<file path="src/rtl/pd_alu_pkg.sv">
// Shared types for the PD0 ALU datapath and its result queue.
//   alu_sel_t   : ALU select code carried with every result
//   alu_entry_t : one queued result {sel, res}
//   occ_state_t : occupancy state of the result queue
package pd_alu_pkg;

    localparam int DWIDTH = 32;

    typedef enum logic [1:0] {
        ALU_ADD = 2'b00,
        ALU_SUB = 2'b01,
        ALU_AND = 2'b10,
        ALU_OR  = 2'b11
    } alu_sel_t;

    typedef struct packed {
        alu_sel_t            sel;
        logic [DWIDTH-1:0]   res;
    } alu_entry_t;

    typedef enum logic [1:0] {
        OCC_EMPTY   = 2'b00,
        OCC_PARTIAL = 2'b01,
        OCC_FULL    = 2'b10
    } occ_state_t;

endpackage

</file>
<file path="src/rtl/alu_result_queue_if.sv">
// Handshake bundle between the ALU, the result queue and its consumer.
//   in_*  : ALU result push side (valid/ready)
//   out_* : head-of-queue pop side (valid/ready) plus head zero flag
//   slave  modport : the queue
//   master modport : the producer/consumer environment
interface alu_result_queue_if
    import pd_alu_pkg::*;
#(
    parameter int DWIDTH = pd_alu_pkg::DWIDTH
) ();

    logic              in_valid;
    logic              in_ready;
    alu_sel_t          in_sel;
    logic [DWIDTH-1:0] in_res;

    logic              out_valid;
    logic              out_ready;
    alu_sel_t          out_sel;
    logic [DWIDTH-1:0] out_res;
    logic              out_zero;

    modport slave (
        input  in_valid, in_sel, in_res, out_ready,
        output in_ready, out_valid, out_sel, out_res, out_zero
    );

    modport master (
        output in_valid, in_sel, in_res, out_ready,
        input  in_ready, out_valid, out_sel, out_res, out_zero
    );

endinterface

</file>
<file path="src/rtl/sync_fifo_mem.sv">
// Entry storage for the result queue: DEPTH x alu_entry_t.
//   clock : write clock
//   we, waddr, wdata : single synchronous write port
//   raddr, rdata     : asynchronous read port (first-word-fall-through head)
// Contents are not reset; the queue masks the head while empty.
module sync_fifo_mem
    import pd_alu_pkg::*;
#(
    parameter int DEPTH = 4,
    parameter int AW    = $clog2(DEPTH)
) (
    input  logic          clock,
    input  logic          we,
    input  logic [AW-1:0] waddr,
    input  alu_entry_t    wdata,
    input  logic [AW-1:0] raddr,
    output alu_entry_t    rdata
);

    alu_entry_t mem_reg [DEPTH];

    always_ff @(posedge clock) begin
        if (we) begin
            mem_reg[waddr] <= wdata;
        end
    end

    assign rdata = mem_reg[raddr];

endmodule

</file>
<file path="src/rtl/alu_result_queue.sv">
// FWFT queue of ALU results between the ALU and writeback/trace.
//   clock, reset : rising-edge clock, synchronous active-high reset
//   q_if         : push (in_*) and pop (out_*) handshakes
//   flush        : synchronous discard of all queued entries
//   count        : number of occupied entries
//   retired      : entries popped since reset (wraps)
module alu_result_queue
    import pd_alu_pkg::*;
#(
    parameter int DEPTH  = 4,
    parameter int DWIDTH = pd_alu_pkg::DWIDTH,
    parameter int CNT_W  = 16
) (
    input  logic                   clock,
    input  logic                   reset,
    alu_result_queue_if.slave      q_if,
    input  logic                   flush,
    output logic [$clog2(DEPTH):0] count,
    output logic [CNT_W-1:0]       retired
);

    localparam int AW = $clog2(DEPTH);
    localparam int CW = AW + 1;

    logic [AW-1:0]    wr_ptr_reg;
    logic [AW-1:0]    rd_ptr_reg;
    logic [CW-1:0]    count_reg;
    logic [CW-1:0]    count_next;
    logic [CNT_W-1:0] retired_reg;
    occ_state_t       state_reg;
    logic             in_ready_reg;
    logic             out_valid_reg;

    logic             push;
    logic             pop;
    alu_entry_t       wr_entry;
    alu_entry_t       head_entry;

    assign push = q_if.in_valid && in_ready_reg;
    assign pop  = out_valid_reg && q_if.out_ready;

    assign wr_entry.sel = q_if.in_sel;
    assign wr_entry.res = q_if.in_res;

    sync_fifo_mem #(
        .DEPTH (DEPTH),
        .AW    (AW)
    ) u_mem (
        .clock (clock),
        .we    (push && !flush && !reset),
        .waddr (wr_ptr_reg),
        .wdata (wr_entry),
        .raddr (rd_ptr_reg),
        .rdata (head_entry)
    );

    assign count_next = count_reg + CW'(push) - CW'(pop);

    // Pointers, occupancy and the retired counter. A flush discards the
    // same-cycle push and pop, so retired only moves on an unflushed pop.
    always_ff @(posedge clock) begin
        if (reset) begin
            wr_ptr_reg  <= '0;
            rd_ptr_reg  <= '0;
            count_reg   <= '0;
            retired_reg <= '0;
        end else if (flush) begin
            wr_ptr_reg  <= '0;
            rd_ptr_reg  <= '0;
            count_reg   <= '0;
        end else begin
            if (push) begin
                wr_ptr_reg <= wr_ptr_reg + AW'(1);
            end
            if (pop) begin
                rd_ptr_reg  <= rd_ptr_reg + AW'(1);
                retired_reg <= retired_reg + CNT_W'(1);
            end
            count_reg <= count_next;
        end
    end

    // Occupancy FSM; in_ready and out_valid are registered outputs of it
    // so the handshakes depend only on state, never on same-cycle inputs.
    always_ff @(posedge clock) begin
        if (reset || flush) begin
            state_reg     <= OCC_EMPTY;
            in_ready_reg  <= 1'b1;
            out_valid_reg <= 1'b0;
        end else begin
            case (state_reg)
                OCC_EMPTY: begin
                    if (push) begin
                        state_reg     <= OCC_PARTIAL;
                        out_valid_reg <= 1'b1;
                    end
                end
                OCC_PARTIAL: begin
                    if (push && !pop && (count_reg == CW'(DEPTH - 1))) begin
                        state_reg    <= OCC_FULL;
                        in_ready_reg <= 1'b0;
                    end else if (pop && !push && (count_reg == CW'(1))) begin
                        state_reg     <= OCC_EMPTY;
                        out_valid_reg <= 1'b0;
                    end
                end
                OCC_FULL: begin
                    if (pop) begin
                        state_reg    <= OCC_PARTIAL;
                        in_ready_reg <= 1'b1;
                    end
                end
                default: begin
                    state_reg     <= OCC_EMPTY;
                    in_ready_reg  <= 1'b1;
                    out_valid_reg <= 1'b0;
                end
            endcase
        end
    end

    // Head is masked while empty so stale storage never reaches the port.
    assign q_if.in_ready  = in_ready_reg;
    assign q_if.out_valid = out_valid_reg;
    assign q_if.out_sel   = out_valid_reg ? head_entry.sel : ALU_ADD;
    assign q_if.out_res   = out_valid_reg ? head_entry.res : '0;
    assign q_if.out_zero  = out_valid_reg && (head_entry.res == '0);

    assign count   = count_reg;
    assign retired = retired_reg;

endmodule

</file>
<file path="src/flat_wrapper.sv">
// flat-port wrapper written by rule: the top's interface ports become plain ports
module alu_result_queue_flat import pd_alu_pkg::*;
#(
    parameter int DEPTH  = 4,
    parameter int DWIDTH = pd_alu_pkg::DWIDTH,
    parameter int CNT_W  = 16
)
  (clock, reset, flush, count, retired, q_if_in_valid, q_if_in_sel, q_if_in_res, q_if_out_ready, q_if_in_ready, q_if_out_valid, q_if_out_sel, q_if_out_res, q_if_out_zero);
  alu_result_queue_if #(.DWIDTH(DWIDTH)) q_if_i ();
  input  logic clock;
  input  logic reset;
  input  logic flush;
  output logic [$clog2(DEPTH):0] count;
  output logic [CNT_W-1:0] retired;
  input wire logic [$bits(q_if_i.in_valid)-1:0] q_if_in_valid;
  input wire logic [$bits(q_if_i.in_sel)-1:0] q_if_in_sel;
  input wire logic [$bits(q_if_i.in_res)-1:0] q_if_in_res;
  input wire logic [$bits(q_if_i.out_ready)-1:0] q_if_out_ready;
  output wire logic [$bits(q_if_i.in_ready)-1:0] q_if_in_ready;
  output wire logic [$bits(q_if_i.out_valid)-1:0] q_if_out_valid;
  output wire logic [$bits(q_if_i.out_sel)-1:0] q_if_out_sel;
  output wire logic [$bits(q_if_i.out_res)-1:0] q_if_out_res;
  output wire logic [$bits(q_if_i.out_zero)-1:0] q_if_out_zero;
  assign q_if_i.in_valid = q_if_in_valid;
  assign q_if_i.in_sel = q_if_in_sel;
  assign q_if_i.in_res = q_if_in_res;
  assign q_if_i.out_ready = q_if_out_ready;
  assign q_if_in_ready = q_if_i.in_ready;
  assign q_if_out_valid = q_if_i.out_valid;
  assign q_if_out_sel = q_if_i.out_sel;
  assign q_if_out_res = q_if_i.out_res;
  assign q_if_out_zero = q_if_i.out_zero;
  alu_result_queue #(.DEPTH(DEPTH), .DWIDTH(DWIDTH), .CNT_W(CNT_W)) u_core (.clock(clock), .reset(reset), .q_if(q_if_i), .flush(flush), .count(count), .retired(retired));
endmodule
</file>
<file path="config.mk">
export PLATFORM = sky130hd
export DESIGN_NAME = alu_result_queue_flat
export DESIGN_NICKNAME = d
export VERILOG_FILES = /design/src/rtl/pd_alu_pkg.sv /design/src/rtl/alu_result_queue_if.sv /design/src/rtl/sync_fifo_mem.sv /design/src/rtl/alu_result_queue.sv /design/src/flat_wrapper.sv
export SDC_FILE = /design/constraint.sdc
export NUM_CORES = 1
export LEC_CHECK = 0
export ABC_AREA = 1
export CORE_MARGIN = 10
export CORE_UTILIZATION = 45
export DETAILED_ROUTE_END_ITERATION = 8
export GPL_TIMING_DRIVEN = 0
export PLACE_DENSITY = 0.76
export SYNTH_ARGS = -nofsm -noshare
export SYNTH_HDL_FRONTEND = slang
export SYNTH_SLANG_ARGS = --single-unit
export TNS_END_PERCENT = 30
</file>
<file path="constraint.sdc">
create_clock -name clock -period 7.3 [get_ports clock]
set_clock_uncertainty 0.15 [all_clocks]
set_input_delay 1.46 -clock clock [delete_from_list [all_inputs] [get_ports clock]]
set_output_delay 1.46 -clock clock [all_outputs]
set_load 0.01 [all_outputs]
</file>
Word level (Yosys, flattened, before mapping)

Memories as Yosys holds them, arrays and structs flattened. A register that Yosys moved wholly into a read port is not among the register bits.
Cells that the tools add are included.

Flip-flop bits (word level): 27
RAM bits: 136
Input port bits: 39
Output and inout bits: 56
Word-level logic and storage cells: 65
Memories: 1

Memory list:

| name                 | words | width | read ports | clocked after Yosys merged registers in | wr ports | line                | source |
|---|---|---|---|---|---|---|---|
| u_core.u_mem.mem_reg | 4     | 34    | 1          | 1                                       | 1        | sync_fifo_mem.sv:20 | `alu_entry_t mem_reg [DEPTH];` |

Add/sub/neg operators: 5
Eq/ne operators: 10
Mux-type cells: 18
Bitwise operators: 3
Reductions and logical operators: 21

Operator list:

| kind                  | count |
|---|---|
| $logic_not 32->1      | 1 |
| $mux 32               | 1 |
| $add 16x1->16 const B | 1 |
| $mux 2                | 7 |
| $logic_and 1x1->1     | 9 |
| $ne 2x1->1 const B    | 4 |
| $mux 1                | 7 |
| $pmux 1 s3            | 2 |
| $pmux 2 s3            | 1 |
| $reduce_and 3->1      | 2 |
| $add 2x1->2 const B   | 2 |
| $logic_not 1->1       | 4 |
| $reduce_and 4->1      | 1 |
| $add 3x1->3           | 1 |
| $eq 3x1->1 const B    | 1 |
| $eq 3x2->1 const B    | 1 |
| $ne 3x1->1 const B    | 1 |
| $not 1->1             | 3 |
| $sub 3x1->3           | 1 |
| $eq 2x1->1 const B    | 1 |
| $eq 2x2->1 const B    | 1 |
| $logic_not 2->1       | 1 |
| $ne 2x2->1 const B    | 1 |
| $reduce_and 2->1      | 1 |
| other kinds (2)       | 2 |

Logic depth before layout (Yosys ltp)

Depth after elaboration: 7
Gate-level depth with buffers: 12
Mapped depth without buffers: 11

By module

A second synthesis with hierarchy kept.

Cell total of the unflattened synthesis: 827
Area total of the unflattened synthesis: 7449.6 um2

Modules (own cells, without submodules):

| module           | instances | cells an instance | area each (um2) |
|---|---|---|---|
| sync_fifo_mem    | 1         | 541               | 5750.5 |
| alu_result_queue | 1         | 286               | 1699.1 |

Worst setup path before layout

Ideal clock, no wire load.

Path kind: input-to-reg
Start point: in flush
End point: mem u_core.u_mem.mem_reg[0][0] (netlist bit), enable pin
Library setup time: 0.425 ns
Arrival time: 3.390 ns
Data required time: 6.725 ns
Setup slack: 3.335 ns
Cell stages on the path: 3
Path buffers: 0
Path through: nor2_1 -> nand2_1 -> nor2_1

Cells in the longest elaborated chain, start to end: 5

Ends and longest elaborated chain:

| element                         | line                   | source |
|---|---|---|
| from (decl)                     | flat_wrapper.sv:12     | `input logic flush;` |
| $logic_not 1->1                 | alu_result_queue.sv:50 | `.we (push && !flush && !reset),` |
| $logic_and 1x1->1 (2 in series) | alu_result_queue.sv:50 |  |
| $mux 1                          | sync_fifo_mem.sv:23    | `if (we) begin` |
| $mux 1 (not written as such)    | sync_fifo_mem.sv:24    | `mem_reg[waddr] <= wdata;` |
| to (decl)                       | sync_fifo_mem.sv:20    |  |

Every way passes these cells.

==> impl_metrics.json <==
{
  "r2r_setup_slack_ns": 4.99,
  "antenna_found_initial": 0,
  "drt-total-wl_um": 15200,
  "dpl.hpwl_um": 10500,
  "num-nets-final": 817,
  "drt_iter0_drc": 279,
  "p_sw_share_pct": 21.1,
  "vias": 4883,
  "wl_per_cell_um": 15.6,
  "peakVddDrop_mv": 0.164,
  "rsz0062_at_grt": "no",
  "syn_avg_cell_area_um2": 10.6,
  "cts.sinks": 165,
  "drc": 0,
  "cts.clk_slew.worst_paths_ns": 0.06,
  "finalCriticalPeriod_ns": 4.31,
  "hold_viol": 0,
  "fp-row-count": 45,
  "clock-root-buffer": "clkbuf_16",
  "synth_seq_cells": 165,
  "synth_fp_nets": 700,
  "cpMaxStageDelayCell": "clkdlybuf4s50_1",
  "overflow": 0,
  "worst_path_most_repeated_cell": "nand2_1",
  "rr_worst_depth": 5,
  "end_kind": "output pin",
  "synth_area_mm2": 0.00690,
  "hold_depth": 2,
  "worst_slew_pin_slew_ns": 0.689,
  "stdcell_count": 971,
  "place_congestion": 0.804,
  "hold-path-endpoint": "u_core.rd_ptr_reg[1]$_SDFFE_PP0P_",
  "drive_gt1_share_pct": 9.96,
  "hp-class": "reg2reg",
  "syn_inst": 653,
  "io_pins": 95,
  "reg2reg_to": "u_core.u_mem.mem_reg[2][0]$_DFFE_PP_",
  "largest_reg_flops": 136,
  "switchingPower_uw": 422,
  "reg2reg_from": "u_core.q_if.in_ready$_SDFFE_PP1P_",
  "max-slew-margin-rel_pct": 53.9,
  "cp.arrival_ns": 2.70,
  "crit_path_start_kind": "register",
  "dp_cells": 939,
  "die_height_um": 144,
  "die_w_um": 144,
  "cts_tree": "yes",
  "p_int_uw": 1580,
  "drv_cap": 0,
  "cts_buffer_depth": 2,
  "worstPathMaxFanout": 10,
  "cts_inserted_buffers": 17,
  "insertion_delay_ns": 0.43,
  "firstDrtPassIters": 5,
  "grt_max_degree": 26,
  "crit_chain": "buf_2 -> inv_2 -> buf_4 -> nand3_1 -> nand2_1 -> nand2_1 -> nor2_1 -> nand2_1 -> nor2_1 -> nand2_1 -> nor2_2 -> clkdlybuf4s50_1",
  "power_density_mw_per_mm2": 228,
  "worstSetupPathType": "reg2out",
  "outcome": "completed",
  "synth_edf_count": 136,
  "start_util_pct": 45.7,
  "ys_types": 31,
  "worstPathRequired_ns": 5.69,
  "die_area_mm2": 0.0207,
  "htreeDepth": 4,
  "cp_slowest_stage_delay_ns": 0.56,
  "p_leak_uw": 0.00322,
  "setup_viol": 0,
  "power.share.combinational_pct": 5.1,
  "fill_cells": 1215,
  "ys.flop_type": "edfxtp_1",
  "pwr-share-seq_pct": 51.6,
  "post_cts_resized": 0,
  "final_util_pct": 58.2,
  "grt_pass1_wl_um": 23800,
  "async_flop_share_pct": 0,
  "via_per_inst": 5.03,
  "cts_setup_buffers": 0,
  "hold_buffers": 0,
  "yosys_warnings": 0,
  "ant_nets": 0,
  "slew_viol_final": 0,
  "antennaDiodeCount": 0,
  "grt_use_total_pct": 15.0,
  "hp-start": "u_core.rd_ptr_reg[1]$_SDFFE_PP0P_",
  "finalSetupTns_ns": 0,
  "ys_seq_area_share_pct": 67.6,
  "max_freq_mhz": 232,
  "syn2layout_area_growth_pct": 27.3,
  "timing.final.crit_share_pct": 59.1,
  "hold-worst-slack_ns": 0.320,
  "coreArea_mm2": 0.0151,
  "io_buffers": 94,
  "clkPwrFrac_pct": 43.3,
  "grt_pass1_vias": 4654
}
per-layer routing:
metal  track usage (%)  vias to the layer above  part of all wire (%)
met1              17.0                     2267                    40
met2              24.7                      155                    50
met4              7.52                        0                   2.4
met3              5.15                       29                   8.0
met5                 0                        -                     0
li1                  -                     2432                     -
stage by stage:
| stage | total power, µW | setup WS [ns] | instance area (µm²) |
|---|---|---|---|
| 2_1_floorplan | 1100 | 3.34 | 6900 |
| 3_3_place_gp | 1150 | 1.50 | 8080 |
| 3_5_place_dp | 1160 | 3.09 | 8200 |
| 4_1_cts | 2010 | 2.96 | 8780 |
| 5_1_grt | 2060 | 2.77 | 8780 |
| 6_report | 2000 | 2.99 | 8780 |
critical path: cells and delay by family, from the launching register on:
| family | cells | cell delay, ns |
|---|---|---|
| buffers and inverters | 4 | 1.10 |
| AND/OR/NAND/NOR | 8 | 0.87 |
| flip-flops | 1 | 0.29 |
worst max path at each step:
stage,end,slack [ns],startpoint,cells after the start
floorplan,u_core.u_mem.mem_reg[0][0]$_DFFE_PP_,3.34,flush,3
global placement,u_core.u_mem.mem_reg[2][7]$_DFFE_PP_,1.50,flush,4
detailed placement,u_core.u_mem.mem_reg[2][7]$_DFFE_PP_,3.09,flush,5
CTS,q_if_out_zero,2.96,register,11
global route,q_if_out_zero,2.77,register,11
finish,q_if_out_zero,2.99,register,12
power by group through the flow:
stage	sequential (µW)	combinational [µW]	clock, µW
after detailed placement	1050	103	0
after global routing	1030	113	911
after CTS	1030	103	874
final	1030	102	866
after global placement	1050	97.6	0
after floorplan	1050	43.0	0
placed cells by master, fill, tap and decap left out, drive strengths merged:
cell type,netlist,layout
a21oi,24,24
buf,21,25
bufinv,0,2
clkbuf,5,22
clkdlybuf4s50,0,94
clkinv,2,10
clkinvlp,0,3
dfxtp,29,29
edfxtp,136,136
fa,1,1
ha,7,7
inv,43,45
nand2,196,196
nand3,66,66
nand3b,1,1
nand4,4,4
nor2,81,81
nor3,4,4
o211ai,4,4
o21ai,26,26
o31ai,1,1
or2,1,1
xnor2,1,1
Yosys cell counts (all sizes together), types with 2 or more instances:
cell type,n,area [µm²]
nand4,4,25.0
dfxtp,29,581
nor3,4,20.0
nand3,66,330
o21ai,26,130
clkbuf,5,18.8
nor2,81,334
edfxtp,136,4080
o211ai,4,40.0
ha,7,87.6
clkinv,2,8.75
inv,43,161
buf,21,150
nand2,196,751
a21oi,24,124
cell families after synthesis:
kind of cell             after synthesis  synth area share, %
AND/OR/NAND/NOR                      353                 21.4
flip-flops                           165                 67.6
XOR/XNOR                               1                0.127
AO/OA/AOI/OAI                         55                 4.37
buffers and inverters                 71                 4.91
adder cells (fa/ha/maj)                8                 1.56
cell type report:
type | instances | area, µm² | area share (%)
flip-flops and latches | 165 | 4660 | 53.1
multi-input cells | 417 | 1930 | 21.9
repair buffers | 98 | 1040 | 11.8
clock buffers | 17 | 425 | 4.84
well taps | 188 | 235 | 2.68
inverters | 45 | 170 | 1.94
plain buffers | 26 | 169 | 1.92
clock inverters | 15 | 158 | 1.79
(Power assumes the default switching activity.)
